File: config.mk
export PLATFORM = sky130hd
export DESIGN_NAME = bn_channel_pipe
export DESIGN_NICKNAME = d
export VERILOG_FILES = /design/src/rtl/bn_pkg.sv /design/src/rtl/bn_param_rf.sv /design/src/rtl/bn_channel_pipe.sv
export SDC_FILE = /design/constraint.sdc
export NUM_CORES = 2
export LEC_CHECK = 0
export ABC_CLOCK_PERIOD_IN_PS = 6700
export CAP_MARGIN = 20
export CORE_MARGIN = 2
export CORE_UTILIZATION = 57
export DETAILED_ROUTE_END_ITERATION = 12
export MAX_ROUTING_LAYER = met4
export PLACE_DENSITY_LB_ADDON = 0.08
export SLEW_MARGIN = 5
export SYNTH_ARGS = -nofsm -noshare
export SYNTH_HDL_FRONTEND = slang
export SYNTH_SLANG_ARGS = --single-unit
File: constraint.sdc
create_clock -name clk -period 6.7 [get_ports clk]
set_input_delay 1.005 -clock clk [delete_from_list [all_inputs] [get_ports clk]]
set_output_delay 1.005 -clock clk [all_outputs]
set_load 0.01 [all_outputs]
File: src/rtl/bn_pkg.sv
// Shared types, constants and the fixed-point round/shift/saturate helper for the BN pipe.
package bn_pkg;

  localparam int unsigned BN_DATA_W    = 16;
  localparam int unsigned BN_FRAC_BITS = 8;
  localparam int unsigned BN_PROD_W    = 2 * BN_DATA_W;
  localparam int unsigned BN_SUM_W     = 2 * BN_DATA_W + 1;

  typedef enum logic [1:0] {
    ACT_NONE  = 2'd0,
    ACT_RELU  = 2'd1,
    ACT_RELU6 = 2'd2
  } act_mode_e;

  typedef struct packed {
    logic signed [BN_DATA_W-1:0] y;
    logic                        sat;
  } bn_res_t;

  localparam logic signed [BN_SUM_W-1:0] BN_SUM_MAX = BN_SUM_W'((2 ** (BN_DATA_W - 1)) - 1);
  localparam logic signed [BN_SUM_W-1:0] BN_SUM_MIN = -BN_SUM_W'(2 ** (BN_DATA_W - 1));
  localparam logic signed [BN_SUM_W-1:0] BN_RND     = BN_SUM_W'(1 << (BN_FRAC_BITS - 1));

  // Round-half-up the Q product back to sample scale, add shift, clamp to sample range.
  function automatic bn_res_t sat_round(input logic signed [BN_PROD_W-1:0] p,
                                        input logic signed [BN_DATA_W-1:0] shift);
    logic signed [BN_SUM_W-1:0] r;
    logic signed [BN_SUM_W-1:0] s;
    bn_res_t                    res;
    res = '0;
    r   = (BN_SUM_W'(p) + BN_RND) >>> BN_FRAC_BITS;
    s   = r + BN_SUM_W'(shift);
    if (s > BN_SUM_MAX) begin
      res.y   = {1'b0, {(BN_DATA_W - 1){1'b1}}};
      res.sat = 1'b1;
    end else if (s < BN_SUM_MIN) begin
      res.y   = {1'b1, {(BN_DATA_W - 1){1'b0}}};
      res.sat = 1'b1;
    end else begin
      res.y   = BN_DATA_W'(s);
      res.sat = 1'b0;
    end
    return res;
  endfunction

endpackage

File: src/rtl/bn_param_rf.sv
// Per-channel scale/shift register file: identity on reset, one write port, one registered read port.
module bn_param_rf
  import bn_pkg::*;
#(
  parameter int unsigned DATA_WIDTH   = BN_DATA_W,
  parameter int unsigned FRAC_BITS    = BN_FRAC_BITS,
  parameter int unsigned NUM_CHANNELS = 16,
  parameter int unsigned CH_W         = $clog2(NUM_CHANNELS)
) (
  input  logic                         clk,
  input  logic                         rst,
  input  logic                         i_wr_en,
  input  logic [CH_W-1:0]              i_wr_addr,
  input  logic signed [DATA_WIDTH-1:0] i_wr_scale,
  input  logic signed [DATA_WIDTH-1:0] i_wr_shift,
  input  logic                         i_rd_en,
  input  logic [CH_W-1:0]              i_rd_addr,
  output logic signed [DATA_WIDTH-1:0] o_rd_scale,
  output logic signed [DATA_WIDTH-1:0] o_rd_shift
);

  localparam logic signed [DATA_WIDTH-1:0] SCALE_ONE = DATA_WIDTH'(1 << FRAC_BITS);

  logic signed [DATA_WIDTH-1:0] r_scale [NUM_CHANNELS];
  logic signed [DATA_WIDTH-1:0] r_shift [NUM_CHANNELS];

  // Parameter storage; reset restores pass-through (scale 1.0, shift 0) on every channel
  always_ff @(posedge clk or negedge rst) begin
    if (!rst) begin
      for (int i = 0; i < NUM_CHANNELS; i++) begin
        r_scale[i] <= SCALE_ONE;
        r_shift[i] <= '0;
      end
    end else if (i_wr_en) begin
      r_scale[i_wr_addr] <= i_wr_scale;
      r_shift[i_wr_addr] <= i_wr_shift;
    end
  end

  // Registered read; a write on the same edge is not yet visible, so the reader sees the old entry
  always_ff @(posedge clk or negedge rst) begin
    if (!rst) begin
      o_rd_scale <= SCALE_ONE;
      o_rd_shift <= '0;
    end else if (i_rd_en) begin
      o_rd_scale <= r_scale[i_rd_addr];
      o_rd_shift <= r_shift[i_rd_addr];
    end
  end

endmodule

File: src/rtl/bn_channel_pipe.sv
// Channel-interleaved folded batch-norm with optional ReLU/ReLU6, valid/ready streaming.
// Stages: S1 lookup (sample + param read), S2 multiply, S3 round/shift/saturate, then the
// output register applies the activation.
module bn_channel_pipe
  import bn_pkg::*;
#(
  parameter int unsigned DATA_WIDTH   = BN_DATA_W,
  parameter int unsigned FRAC_BITS    = BN_FRAC_BITS,
  parameter int unsigned NUM_CHANNELS = 16,
  parameter int unsigned CH_W         = $clog2(NUM_CHANNELS)
) (
  input  logic                         clk,
  input  logic                         rst,
  input  logic                         cfg_we,
  input  logic [CH_W-1:0]              cfg_ch,
  input  logic signed [DATA_WIDTH-1:0] cfg_scale,
  input  logic signed [DATA_WIDTH-1:0] cfg_shift,
  input  logic [1:0]                   act_mode,
  input  logic signed [DATA_WIDTH-1:0] in_data,
  input  logic                         in_valid,
  output logic                         in_ready,
  output logic signed [DATA_WIDTH-1:0] out_data,
  output logic [CH_W-1:0]              out_ch,
  output logic                         out_last,
  output logic                         out_valid,
  input  logic                         out_ready,
  output logic                         sat_flag
);

  localparam int unsigned              PROD_W    = 2 * DATA_WIDTH;
  localparam logic [CH_W-1:0]          CH_LAST   = CH_W'(NUM_CHANNELS - 1);
  localparam logic signed [DATA_WIDTH-1:0] RELU6_MAX = DATA_WIDTH'(6 << FRAC_BITS);

  logic                         w_stall;
  logic                         w_accept;
  logic [CH_W-1:0]              w_in_ch_nxt;
  logic signed [DATA_WIDTH-1:0] w_rf_scale;
  logic signed [DATA_WIDTH-1:0] w_rf_shift;
  logic signed [PROD_W-1:0]     w_prod;
  bn_res_t                      w_sr;
  logic signed [DATA_WIDTH-1:0] w_act_y;

  logic                         r_rdy_en;
  logic [CH_W-1:0]              r_in_ch;
  logic                         r_s1_valid;
  logic signed [DATA_WIDTH-1:0] r_s1_data;
  logic [CH_W-1:0]              r_s1_ch;
  logic                         r_s2_valid;
  logic signed [PROD_W-1:0]     r_s2_prod;
  logic signed [DATA_WIDTH-1:0] r_s2_shift;
  logic [CH_W-1:0]              r_s2_ch;
  logic                         r_s3_valid;
  bn_res_t                      r_s3_res;
  logic [CH_W-1:0]              r_s3_ch;

  assign w_stall  = out_valid && !out_ready;
  assign in_ready = r_rdy_en && !w_stall;
  assign w_accept = in_valid && in_ready;

  bn_param_rf #(
    .DATA_WIDTH  (DATA_WIDTH),
    .FRAC_BITS   (FRAC_BITS),
    .NUM_CHANNELS(NUM_CHANNELS),
    .CH_W        (CH_W)
  ) u_rf (
    .clk       (clk),
    .rst       (rst),
    .i_wr_en   (cfg_we),
    .i_wr_addr (cfg_ch),
    .i_wr_scale(cfg_scale),
    .i_wr_shift(cfg_shift),
    .i_rd_en   (w_accept),
    .i_rd_addr (r_in_ch),
    .o_rd_scale(w_rf_scale),
    .o_rd_shift(w_rf_shift)
  );

  // Next input channel, wrapping after the last channel
  always_comb begin
    w_in_ch_nxt = r_in_ch + CH_W'(1);
    if (r_in_ch == CH_LAST) begin
      w_in_ch_nxt = '0;
    end
  end

  // Input channel counter (advances only on accept) and post-reset ready enable
  always_ff @(posedge clk or negedge rst) begin
    if (!rst) begin
      r_rdy_en <= 1'b0;
      r_in_ch  <= '0;
    end else begin
      r_rdy_en <= 1'b1;
      if (w_accept) begin
        r_in_ch <= w_in_ch_nxt;
      end
    end
  end

  // S1: capture sample and its channel; the RF read lands alongside it
  always_ff @(posedge clk or negedge rst) begin
    if (!rst) begin
      r_s1_valid <= 1'b0;
      r_s1_data  <= '0;
      r_s1_ch    <= '0;
    end else if (!w_stall) begin
      r_s1_valid <= w_accept;
      if (w_accept) begin
        r_s1_data <= in_data;
        r_s1_ch   <= r_in_ch;
      end
    end
  end

  assign w_prod = PROD_W'(r_s1_data) * PROD_W'(w_rf_scale);

  // S2: full-precision product
  always_ff @(posedge clk or negedge rst) begin
    if (!rst) begin
      r_s2_valid <= 1'b0;
      r_s2_prod  <= '0;
      r_s2_shift <= '0;
      r_s2_ch    <= '0;
    end else if (!w_stall) begin
      r_s2_valid <= r_s1_valid;
      r_s2_prod  <= w_prod;
      r_s2_shift <= w_rf_shift;
      r_s2_ch    <= r_s1_ch;
    end
  end

  assign w_sr = sat_round(r_s2_prod, r_s2_shift);

  // S3: rounded, shifted and saturated result with its clamp indication
  always_ff @(posedge clk or negedge rst) begin
    if (!rst) begin
      r_s3_valid <= 1'b0;
      r_s3_res   <= '0;
      r_s3_ch    <= '0;
    end else if (!w_stall) begin
      r_s3_valid <= r_s2_valid;
      r_s3_res   <= w_sr;
      r_s3_ch    <= r_s2_ch;
    end
  end

  // Activation on the saturated value; its clamping is not a saturation event
  always_comb begin
    w_act_y = r_s3_res.y;
    case (act_mode_e'(act_mode))
      ACT_RELU: begin
        if (r_s3_res.y < 0) w_act_y = '0;
      end
      ACT_RELU6: begin
        if (r_s3_res.y < 0) begin
          w_act_y = '0;
        end else if (r_s3_res.y > RELU6_MAX) begin
          w_act_y = RELU6_MAX;
        end
      end
      default: w_act_y = r_s3_res.y;
    endcase
  end

  // Output register and sticky saturation flag
  always_ff @(posedge clk or negedge rst) begin
    if (!rst) begin
      out_valid <= 1'b0;
      out_data  <= '0;
      out_ch    <= '0;
      out_last  <= 1'b0;
      sat_flag  <= 1'b0;
    end else if (!w_stall) begin
      out_valid <= r_s3_valid;
      if (r_s3_valid) begin
        out_data <= w_act_y;
        out_ch   <= r_s3_ch;
        out_last <= (r_s3_ch == CH_LAST);
        if (r_s3_res.sat) begin
          sat_flag <= 1'b1;
        end
      end
    end
  end

endmodule

==> impl_metrics.json <==
{
  "antenna_found_initial": 4,
  "clock_sinks": 661,
  "syn-num-nets": 3644,
  "wl_per_cell_microns": 22.2,
  "worstSetupPathType": "reg -> reg",
  "dp_hpwl_mm": 62.3,
  "cp-startpoint": "u_rf.o_rd_scale[8]",
  "place_ws_ns": 0.0904,
  "critical_path.max_fanout": 9,
  "period_needed_ns": 6.42,
  "ys_dominant_reg_cell": "dfrtp_1",
  "via_per_inst": 5.85,
  "syn_area_sq_um": 39900,
  "place_inst": 4102,
  "die_area_sq_um": 72100,
  "utilization": 0.644,
  "rr_startpoint": "u_rf.o_rd_scale[8]",
  "seq_area_frac_synth": 0.415,
  "min_path_type": "in -> async",
  "port_buffers": 82,
  "io_pins": 83,
  "cts_hold_buf": 0,
  "cpMostUsedCell": "fa_1",
  "grt_first_pass_wirelength_mm": 151,
  "drc_errors": 0,
  "synth_edf_count": 0,
  "drv_cap": 0,
  "clk_pin_slew_worst_paths_ns": 0.06,
  "startpoint_type": "flip-flop",
  "grt_max_degree": 200,
  "yosys.area.top_type_share": 0.404,
  "cts_max_level": 3,
  "placed_area_sq_um": 41800,
  "endpoint_kind": "flip-flop",
  "slew_headroom": 0.279,
  "vias": 24820,
  "clockBufferDepth": 3,
  "max_stage_delay_ns": 0.60,
  "async_flop_share": 1.00,
  "grt.overflow.total": 0,
  "worst_clock_skew_ns": 0.0309,
  "ys_seq_elements": 661,
  "gp_congestion": 0.910,
  "clk_latency_ns": 0.63,
  "die_w_microns": 269,
  "drt_wl_total_mm": 94.3,
  "grt_pass1_vias": 27024,
  "setup_slack_ns": 0.275,
  "nets": 3683,
  "cp_cell_sequence": "buf_6, nand2_1, fa_1, inv_1, fa_1, fa_1, fa_1, fa_1, inv_1, fa_1, inv_1, ha_1, and2_1, nand2_1, or3_1, nor4_2, buf_4, nor4_4, nor3_2, o2111a_1, or4_1, a31oi_1",
  "slowest_stage": "fa_1",
  "setup-violations-final": 0,
  "synthCells": 3215,
  "drt-initial-drc-count": 1606,
  "drv_slew": 0,
  "drt_first_pass_iters": 5,
  "hold_viol_final": 0,
  "tritoncts": "yes",
  "stdcell_area_sq_um": 44400,
  "avgSynthCellArea_sq_um": 12.4,
  "area.growth.synth_to_final_pct": 11.4,
  "worstPathArrival_ns": 6.96,
  "fin_crit_sh": 0.959,
  "fmax_mhz": 156,
  "core_sq_um": 68900,
  "rows": 96,
  "cp.required_ns": 7.24,
  "synth.distinct_cells": 73,
  "drive_gt1_frac": 0.287,
  "grt_usage": 0.281,
  "outcome": "completed",
  "cts_buffers": 73,
  "synthTopCellsByArea": "dfrtp_1, mux2_2, fa_1",
  "drtAntennaViolNets": 0,
  "finalNonFillerCells": 4246,
  "start_util": 0.579,
  "die_h_microns": 269,
  "cts-root-buf": "clkbuf_16",
  "tightest_slew_ns": 1.08,
  "yosysTopAreaCell": "dfrtp_1",
  "ys_warn_count": 0
}
==> layout by cell type (no fill, tap or decap), types with 6 or more instances in the layout <==
cell type,netlist,layout
fa_1,262,261
a21o_1,20,20
dfstp_2,17,17
nand2b_1,15,12
a31oi_1,9,9
ha_1,108,105
o22ai_1,17,17
and3_1,14,12
inv_1,305,305
mux4_2,160,160
clkinv_2,0,9
nor2_1,82,73
a22o_1,14,14
buf_4,0,72
clkbuf_1,153,15
nor2_4,0,9
a21oi_1,43,43
o21a_1,8,8
o31ai_1,9,9
clkdlybuf4s50_1,0,81
nand2_1,404,402
xnor2_1,44,44
nand4_1,9,9
dfrtp_2,0,18
mux2_2,517,517
nor3_1,14,14
and2_1,127,127
clkbuf_8,0,17
bufinv_16,0,6
clkbuf_16,0,74
xor2_1,22,22
o21ai_0,41,41
nand3_1,21,21
dfrtp_1,644,624
==> cell type report <==
cell class / count / area (sq um)
Sequential cell: 661 / 16600
Antenna cell: 4 / 10.0
Timing Repair Buffer: 159 / 1460
Clock inverter: 26 / 374
Multi-Input combinational cell: 2054 / 21500
Clock buffer: 106 / 2140
Tap cell: 931 / 1160
Inverter: 305 / 1140
Fill cell: 5234 / 24500
==> what timing repair did <==
action / in CTS / in global routing
setup buffers: 0 / 8
setup endpoints to repair: 0 / 8
resized for setup: 0 / 21
==> synth_stat cells, drive strengths merged, types with 5 or more instances <==
| cell type | n |
|---|---|
| nand4 | 9 |
| inv | 305 |
| and2 | 127 |
| fa | 262 |
| mux4 | 160 |
| nor3 | 15 |
| ha | 108 |
| o21ai | 46 |
| or3 | 5 |
| a31oi | 9 |
| buf | 42 |
| a211oi | 7 |
| and3 | 14 |
| nand2 | 404 |
| xor2 | 22 |
| mux2 | 517 |
| xnor2 | 44 |
| a21o | 20 |
| dfstp | 17 |
| clkbuf | 153 |
| nor2 | 82 |
| o31ai | 9 |
| o22ai | 17 |
| nand3 | 21 |
| o21a | 8 |
| o211ai | 5 |
| dfrtp | 644 |
| nor2b | 5 |
| a22o | 14 |
| a211o | 5 |
| nand3b | 5 |
| nor4 | 6 |
| nand2b | 15 |
| a21oi | 43 |
==> logic make-up after synthesis <==
| kind of cell | after synthesis | share of synthesized area |
|---|---|---|
| AOI/OAI and AO/OA | 216 | 0.0373 |
| and+or+nand+nor | 722 | 0.0830 |
| buffers and inverters | 500 | 0.0477 |
| adders and majority gates | 370 | 0.165 |
| other | 1 | 0.0000940 |
| muxes | 679 | 0.237 |
| DFF | 661 | 0.415 |
| xor gates and xnor gates | 66 | 0.0145 |
==> final timing paths <==
kind	slack, ns	to	depth (start not counted)
min reg2reg	0.46	r_s2_ch[1]	2
max reg2reg	0.28	r_s2_prod[31]	22
max in group asynchronous	4.76	r_s1_data[9]	2
max	0.28	r_s2_prod[31]	22
min	0.35	u_rf.r_shift[26]	1
min in group clk	0.46	r_s2_ch[1]	2
==> worst max-delay path, delay by kind of cell (launching register included) <==
family | cells | cell delay, ns
DFF | 1 | 0.59
AOI/OAI and AO/OA | 2 | 0.46
adders and majority gates | 7 | 3.32
buffers and inverters | 5 | 0.47
and+or+nand+nor | 8 | 1.50
==> registers in the layout, summed over array words and instances (netlist names), 16 cells and up <==
register         cells
u_rf.r_scale       256
u_rf.r_shift       256
r_s2_prod           25
r_s3_res            17
out_data            16
r_s1_data           16
r_s2_shift          16
u_rf.o_rd_scale     16
u_rf.o_rd_shift     16
==> per-layer routing <==
metal | GRT usage | up-vias | share of wire
met3 | 0.0357 | 124 | 0.043
met1 | 0.378 | 13222 | 0.43
met5 | - | - | 0
met4 | 0.0781 | 0 | 0.022
li1 | - | 10964 | -
met2 | 0.456 | 510 | 0.50
==> metrics by stage <==
stage                     setup TNS [ns]  hold WS [ns]
final                                  0         0.345
after global routing             -0.0109         0.376
after CTS                              0         0.341
after detailed placement               0         0.454
after global placement                 0         0.452
after floorplan                        0         0.439
Power is not shown: default switching activity piles up to over one toggle a cycle in this logic, so the estimate is an artifact.
